### config.mk
export PLATFORM = sky130hd
export DESIGN_NAME = flag_cond_unit
export DESIGN_NICKNAME = d
export VERILOG_FILES = /design/src/rtl/flag_cond_pkg.sv /design/src/rtl/flag_cond_unit_cond_eval.sv /design/src/rtl/flag_cond_unit.sv
export SDC_FILE = /design/constraint.sdc
export NUM_CORES = 1
export LEC_CHECK = 0
export ABC_AREA = 0
export CAP_MARGIN = 15
export CORE_MARGIN = 1.5
export CORE_UTILIZATION = 56
export CTS_BUF_LIST = sky130_fd_sc_hd__clkbuf_16
export CTS_CLUSTER_DIAMETER = 150
export CTS_CLUSTER_SIZE = 10
export DETAILED_ROUTE_END_ITERATION = 6
export GPL_TIMING_DRIVEN = 0
export HOLD_SLACK_MARGIN = 0.12
export PLACE_DENSITY = 0.85
export SETUP_SLACK_MARGIN = 0.05
export SKIP_CTS_REPAIR_TIMING = 1
export SLEW_MARGIN = 20
export SYNTH_ARGS = -nofsm -noshare
export SYNTH_HDL_FRONTEND = slang
export SYNTH_SLANG_ARGS = --single-unit
### constraint.sdc
create_clock -name clk -period 3.1 [get_ports clk]
set_input_delay 0.31 -clock clk [delete_from_list [all_inputs] [get_ports clk]]
set_output_delay 0.31 -clock clk [all_outputs]
set_load 0.02 [all_outputs]
### src/rtl/flag_cond_pkg.sv
// Shared definitions for the flag register / branch-condition path.
package flag_cond_pkg;

    // Bit positions inside a {C,S,V,Z} flag vector
    localparam int C_B = 3;
    localparam int S_B = 2;
    localparam int V_B = 1;
    localparam int Z_B = 0;

    // Condition codes carried by br_cond
    localparam logic [3:0] COND_EQ = 4'h0;
    localparam logic [3:0] COND_NE = 4'h1;
    localparam logic [3:0] COND_CS = 4'h2;
    localparam logic [3:0] COND_CC = 4'h3;
    localparam logic [3:0] COND_MI = 4'h4;
    localparam logic [3:0] COND_PL = 4'h5;
    localparam logic [3:0] COND_VS = 4'h6;
    localparam logic [3:0] COND_VC = 4'h7;
    localparam logic [3:0] COND_HI = 4'h8;
    localparam logic [3:0] COND_LS = 4'h9;
    localparam logic [3:0] COND_GE = 4'hA;
    localparam logic [3:0] COND_LT = 4'hB;
    localparam logic [3:0] COND_GT = 4'hC;
    localparam logic [3:0] COND_LE = 4'hD;
    localparam logic [3:0] COND_AL = 4'hE;
    localparam logic [3:0] COND_NV = 4'hF;

    // Branch resolution FSM
    typedef enum logic [1:0] {
        IDLE = 2'd0,
        WAIT = 2'd1,
        RESP = 2'd2
    } br_state_t;

endpackage

### src/rtl/flag_cond_unit_cond_eval.sv
// Pure combinational condition evaluator; also usable by the decode stage.
module cond_eval
    import flag_cond_pkg::*;
(
    input  logic [3:0] flags,
    input  logic [3:0] cond,
    output logic       taken
);

    logic c, s, v, z;
    assign c = flags[C_B];
    assign s = flags[S_B];
    assign v = flags[V_B];
    assign z = flags[Z_B];

    // Decode the condition code against the supplied flags
    always_comb begin
        taken = 1'b0;
        case (cond)
            COND_EQ: taken = z;
            COND_NE: taken = ~z;
            COND_CS: taken = c;
            COND_CC: taken = ~c;
            COND_MI: taken = s;
            COND_PL: taken = ~s;
            COND_VS: taken = v;
            COND_VC: taken = ~v;
            COND_HI: taken = c & ~z;
            COND_LS: taken = ~c | z;
            COND_GE: taken = ~(s ^ v);
            COND_LT: taken = s ^ v;
            COND_GT: taken = ~z & ~(s ^ v);
            COND_LE: taken = z | (s ^ v);
            COND_AL: taken = 1'b1;
            COND_NV: taken = 1'b0;
            default: taken = 1'b0;
        endcase
    end

endmodule

### src/rtl/flag_cond_unit.sv
// Architectural flag register, in-flight flag-setter tracking, interrupt
// shadow, and in-order resolution of conditional branches.
module flag_cond_unit
    import flag_cond_pkg::*;
#(
    parameter int         PEND_W      = 3,
    parameter logic [3:0] RESET_FLAGS = 4'b0000
) (
    input  logic       clk,
    input  logic       rst_n,
    input  logic       flush,
    input  logic       fs_issue,
    input  logic       fs_wr,
    input  logic [3:0] fs_mask,
    input  logic       c_in,
    input  logic       s_in,
    input  logic       v_in,
    input  logic       z_in,
    input  logic       br_valid,
    output logic       br_ready,
    input  logic [3:0] br_cond,
    output logic       br_resp_valid,
    input  logic       br_resp_ready,
    output logic       br_taken,
    input  logic       sv_save,
    input  logic       sv_restore,
    output logic [3:0] flags_q,
    output logic       pend_full,
    output logic       ovf_err
);

    localparam logic [PEND_W-1:0] PEND_MAX = {PEND_W{1'b1}};
    localparam logic [PEND_W-1:0] PEND_ONE = PEND_W'(1);

    logic [3:0] flags_r, shadow_r;
    logic [3:0] new_flags, wen, wr_flags, nxt_flags;

    logic [PEND_W-1:0] pend, wait_cnt, wait_nxt, wr_dec;
    logic              inc, dec;

    br_state_t  state, state_nxt;
    logic [3:0] cond_q, cond_nxt, eval_cond;
    logic       taken_q, taken_nxt, eval_taken;

    // ---------------- flags and shadow ----------------
    assign new_flags = {c_in, s_in, v_in, z_in};
    assign wen       = fs_mask & {4{fs_wr}};
    assign wr_flags  = (wen & new_flags) | (~wen & flags_r);
    // Restore wins over any same-cycle EX write
    assign nxt_flags = sv_restore ? shadow_r : wr_flags;

    // Flag register and shadow; save captures the unrestored value so
    // save+restore together swaps the two
    always_ff @(posedge clk or negedge rst_n) begin
        if (!rst_n) begin
            flags_r  <= RESET_FLAGS;
            shadow_r <= RESET_FLAGS;
        end else begin
            flags_r <= nxt_flags;
            if (sv_save) shadow_r <= wr_flags;
        end
    end

    assign flags_q = flags_r;

    // ---------------- pending counter ----------------
    assign pend_full = (pend == PEND_MAX);
    // Issue while full only counts when a write frees a slot in the same cycle
    assign inc = fs_issue & (~pend_full | fs_wr);
    // A stray write with nothing pending must not wrap the counter
    assign dec = fs_wr & (pend != '0);

    // In-flight flag-setter count
    always_ff @(posedge clk or negedge rst_n) begin
        if (!rst_n)           pend <= '0;
        else if (flush)       pend <= '0;
        else if (inc && !dec) pend <= pend + PEND_ONE;
        else if (dec && !inc) pend <= pend - PEND_ONE;
    end

    // Sticky overflow; survives flush
    always_ff @(posedge clk or negedge rst_n) begin
        if (!rst_n)                     ovf_err <= 1'b0;
        else if (fs_issue && pend_full) ovf_err <= 1'b1;
    end

    // ---------------- branch FSM ----------------
    // In IDLE the live request is evaluated; in WAIT the captured one
    assign eval_cond = (state == IDLE) ? br_cond : cond_q;
    assign wr_dec    = PEND_W'(fs_wr);

    cond_eval u_eval (
        .flags (nxt_flags),
        .cond  (eval_cond),
        .taken (eval_taken)
    );

    // State register
    always_ff @(posedge clk or negedge rst_n) begin
        if (!rst_n) begin
            state    <= IDLE;
            wait_cnt <= '0;
            cond_q   <= '0;
            taken_q  <= 1'b0;
        end else begin
            state    <= state_nxt;
            wait_cnt <= wait_nxt;
            cond_q   <= cond_nxt;
            taken_q  <= taken_nxt;
        end
    end

    // Next state: branches resolve once every older flag-setter has written;
    // younger issues never enter wait_cnt
    always_comb begin
        state_nxt = state;
        wait_nxt  = wait_cnt;
        cond_nxt  = cond_q;
        taken_nxt = taken_q;
        case (state)
            IDLE: begin
                if (br_valid) begin
                    cond_nxt = br_cond;
                    if (pend == '0 || (pend == PEND_ONE && fs_wr)) begin
                        taken_nxt = eval_taken;
                        state_nxt = RESP;
                    end else begin
                        wait_nxt  = pend - wr_dec;
                        state_nxt = WAIT;
                    end
                end
            end
            WAIT: begin
                if (fs_wr) begin
                    if (wait_cnt == PEND_ONE) begin
                        taken_nxt = eval_taken;
                        wait_nxt  = '0;
                        state_nxt = RESP;
                    end else begin
                        wait_nxt = wait_cnt - PEND_ONE;
                    end
                end
            end
            RESP: begin
                if (br_resp_ready) state_nxt = IDLE;
            end
            default: state_nxt = IDLE;
        endcase
        if (flush) begin
            state_nxt = IDLE;
            wait_nxt  = '0;
        end
    end

    assign br_ready      = (state == IDLE);
    assign br_resp_valid = (state == RESP);
    assign br_taken      = taken_q;

endmodule

==> results.md <==
- Number of H-tree levels: 1
- Maximum number of pins on one net before global-route repair: 23
- Die width: 56.2 um
- Crit path max-delay family: buffers and inverters
- Count of boundary I/O pins: 30
- Transition at the pin with the smallest max-transition slack: 0.499 ns
- Number of distinct library cells after synthesis: 49
- Area Overhead vs Synth: 25.2%
- Critical hold path startpoint: flush
- Post-Syn Area: 0.00158 mm2
- Setup Total Neg Slack: 0 ns
- Number of buffers created by CTS: 3
- Average instance area after synthesis: 9.10 um2
- Total power density per cell area: 723 mW/mm2
- Library cell with the largest summed area after synthesis: sky130_fd_sc_hd__dfrtp_1
- Clock network fraction of total power: 18.8%
- Core area: 0.00271 mm2
- Cell types with the largest area share after synthesis: sky130_fd_sc_hd__dfrtp_1 35%, sky130_fd_sc_hd__ha_1 7.1%, sky130_fd_sc_hd__inv_1 3.6%, sky130_fd_sc_hd__nand2_1 3.6%, sky130_fd_sc_hd__o21ai_0 3.5%
- End point of the most critical hold path: wait_cnt[0]
- Worst reg2reg endpoint: br_taken
- Initial antenna violation count: 0
- Cell with the largest stage delay on the worst path: sky130_fd_sc_hd__clkdlybuf4s50_1
- Sinks on the clock net: 22
- Post-detailed-routing wire length: 3.57 mm
- Worst min-delay path category: input pin to flop
- Final Core Density: 73.2%
- Unrepaired setup endpoints after global routing: false
- Overflow after GRT: 0
- Wire per inst: 15.1 um
- DRC violation count after routing: 0
- Cells on worst reg2reg path: 9
- CP Max Fanout: 10
- Run status: finished clean
- Height of the chip: 56.2 um
- Post-synth ARST share: 100%
- Count of endpoints failing setup in the final report: 0
- DR iter-0 viols: 42
- Aggregate global-route resource usage: 23.4%
- Initial DRT Pass Iterations: 4
- Top cells by count, synth: 22 x sky130_fd_sc_hd__dfrtp_1, 15 x sky130_fd_sc_hd__inv_1, 15 x sky130_fd_sc_hd__nand2_1
- Most repeated cell in the gate-level netlist after synthesis: sky130_fd_sc_hd__dfrtp_1
- Internal power: 0.879 mW
- Share of synthesized area occupied by flip-flops and latches: 34.8%
- Final period utilization: 72.7%
- EDFF count, synth: 0
- Worst setup skew after layout: 0.00205 ns
- Critical path origin: fs_wr
- Count of final max-slew check failures: 0
- Total power: 1.43 mW
- Cell Chain, Critical Path: clkdlybuf4s50_1 > buf_4 > a21boi_1 > o31ai_2 > inv_1 > nor4_1 > o32a_1 > o2bb2ai_1
- Register bit total from synthesis: 22
- Register-to-register setup slack: 0.92 ns
- Required time at the endpoint of the critical path: 3.24 ns
- Worst path max stage delay: 0.62 ns
- Worst Hold Depth: 2
- Number of nets produced by synthesis: 204
- Startpoint type of the worst setup path: input pin
- Cell count after synthesis: 174
- Final net count: 238
- Maximum resistive drop on vdd: 0.552 mV
- Via count normalized by instance count: 5.88
- Final hold violation count: 0
- Clock root buffer master: sky130_fd_sc_hd__clkbuf_16
- Post-route antenna net violation count: 0
- Arrival time worst endpoint: 2.39 ns
- Leakage power total: 0.890 nW
- Post-synth top area share: 34.8%
- Total Die Area: 0.00316 mm2
- Buffer levels on the longest clock path: 2
- Via count of the first global-routing pass: 1351
- Routability congestion estimate: 0.783
- Number of rows in the core area: 19
- Max-capacitance violation count: 0
- Total via count in the routed design: 1394
- Category of the most critical setup path: input pin to flop
- Hpwl dp: 2.72 mm
- Min Tclk post-route: 2.25 ns
- Insertion delay of the later-clocked pin in the worst-skew pair: 0.25 ns
- Share of cells above drive strength 1: 9.71%
- Clock edge transition at the registers on the reported setup and hold paths: 0.06 ns
- Starting density of the core: 58.4%
- Buffers on Ports: 28
- Net switching power: 0.554 mW
- CTS tree: done
- F_max: 444 MHz
- Primary FF master, synth: sky130_fd_sc_hd__dfrtp_1
- Sequential Power Share: 29.9%
- Antenna diode count: 0
- Count of warnings emitted by yosys: 0
- Source of the worst register-to-register timing path: state[0]
- Worst rel slew slack: 66.4%
- Number of fill cells: 220
- First-pass GRT wire length: 5.84 mm
- Sw frac: 38.7%
- Worst setup EP type: flop
- Worst path bufs/invs: 3
- Comb pwr share: 51.2%
layout make-up:
type	instances	area, um2	area share (%)
Inverter	16	67.6	3.41
Clock buffer	3	75.1	3.79
Tap cell	31	38.8	1.96
Sequential cell	22	551	27.8
Multi-Input combinational cell	131	925	46.6
Buffer	5	41.3	2.08
Timing Repair Buffer	29	285	14.4
sequential cells by signal, indices dropped and copies added (netlist names):
register	flops
br_taken	1
pend	3
ovf_err	1
cond_q	4
state	2
flags_q	4
shadow_r	4
wait_cnt	3
power by group through the flow:
stage / Clock (mW) / Combinational (mW) / Sequential, mW
2_1_floorplan: 0 / 0.508 / 0.442
3_3_place_gp: 0 / 0.694 / 0.428
3_5_place_dp: 0 / 0.725 / 0.434
4_1_cts: 0.275 / 0.733 / 0.428
5_1_grt: 0.288 / 0.810 / 0.439
6_report: 0.270 / 0.734 / 0.429
how the worst max path moves through the flow:
stage	end	cells after the start	slack, ns
2_1_floorplan	br_taken	9	1.14
3_3_place_gp	br_taken	8	0.68
3_5_place_dp	br_taken	8	0.64
4_1_cts	br_taken	8	0.88
5_1_grt	br_taken	8	0.72
6_report	br_taken	8	0.85
routing by layer:
| layer | track usage [%] | wire length (um) | vias to the layer above |
|---|---|---|---|
| met3 | 2.33 | 145 | 9 |
| met4 | 8.50 | 85 | 0 |
| met2 | 42.2 | 1810 | 38 |
| li1 | - | - | 676 |
| met5 | 0 | 0 | - |
| met1 | 28.8 | 1530 | 671 |
stage by stage:
stage               worst slack (ns)  area [um2]  cells  hold WS [ns]
floorplan                       1.14        1580    174        0.0144
global placement               0.678        1900    233         0.438
detailed placement             0.638        1900    233         0.456
CTS                            0.881        1980    236         0.411
global route                   0.717        1980    237         0.454
finish                         0.845        1980    237         0.424
layout by cell type (no fill, tap or decap), types with 6 or more instances in the layout:
cell / n
sky130_fd_sc_hd__clkdlybuf4s50_1: 27
sky130_fd_sc_hd__dfrtp_1: 22
sky130_fd_sc_hd__inv_1: 15
sky130_fd_sc_hd__nand2_1: 15
sky130_fd_sc_hd__nor2_1: 13
sky130_fd_sc_hd__o21ai_0: 11
sky130_fd_sc_hd__ha_1: 9
sky130_fd_sc_hd__nand2b_1: 7
sky130_fd_sc_hd__a21oi_1: 6
cell families after synthesis:
family | synth area share (%)
and+or+nand+nor | 20.6
AOI/OAI and AO/OA | 19.9
DFF | 34.8
buffers and inverters | 6.87
muxes | 6.95
adders and majority gates | 7.11
xor gates and xnor gates | 3.79
(Power assumes the default switching activity.)
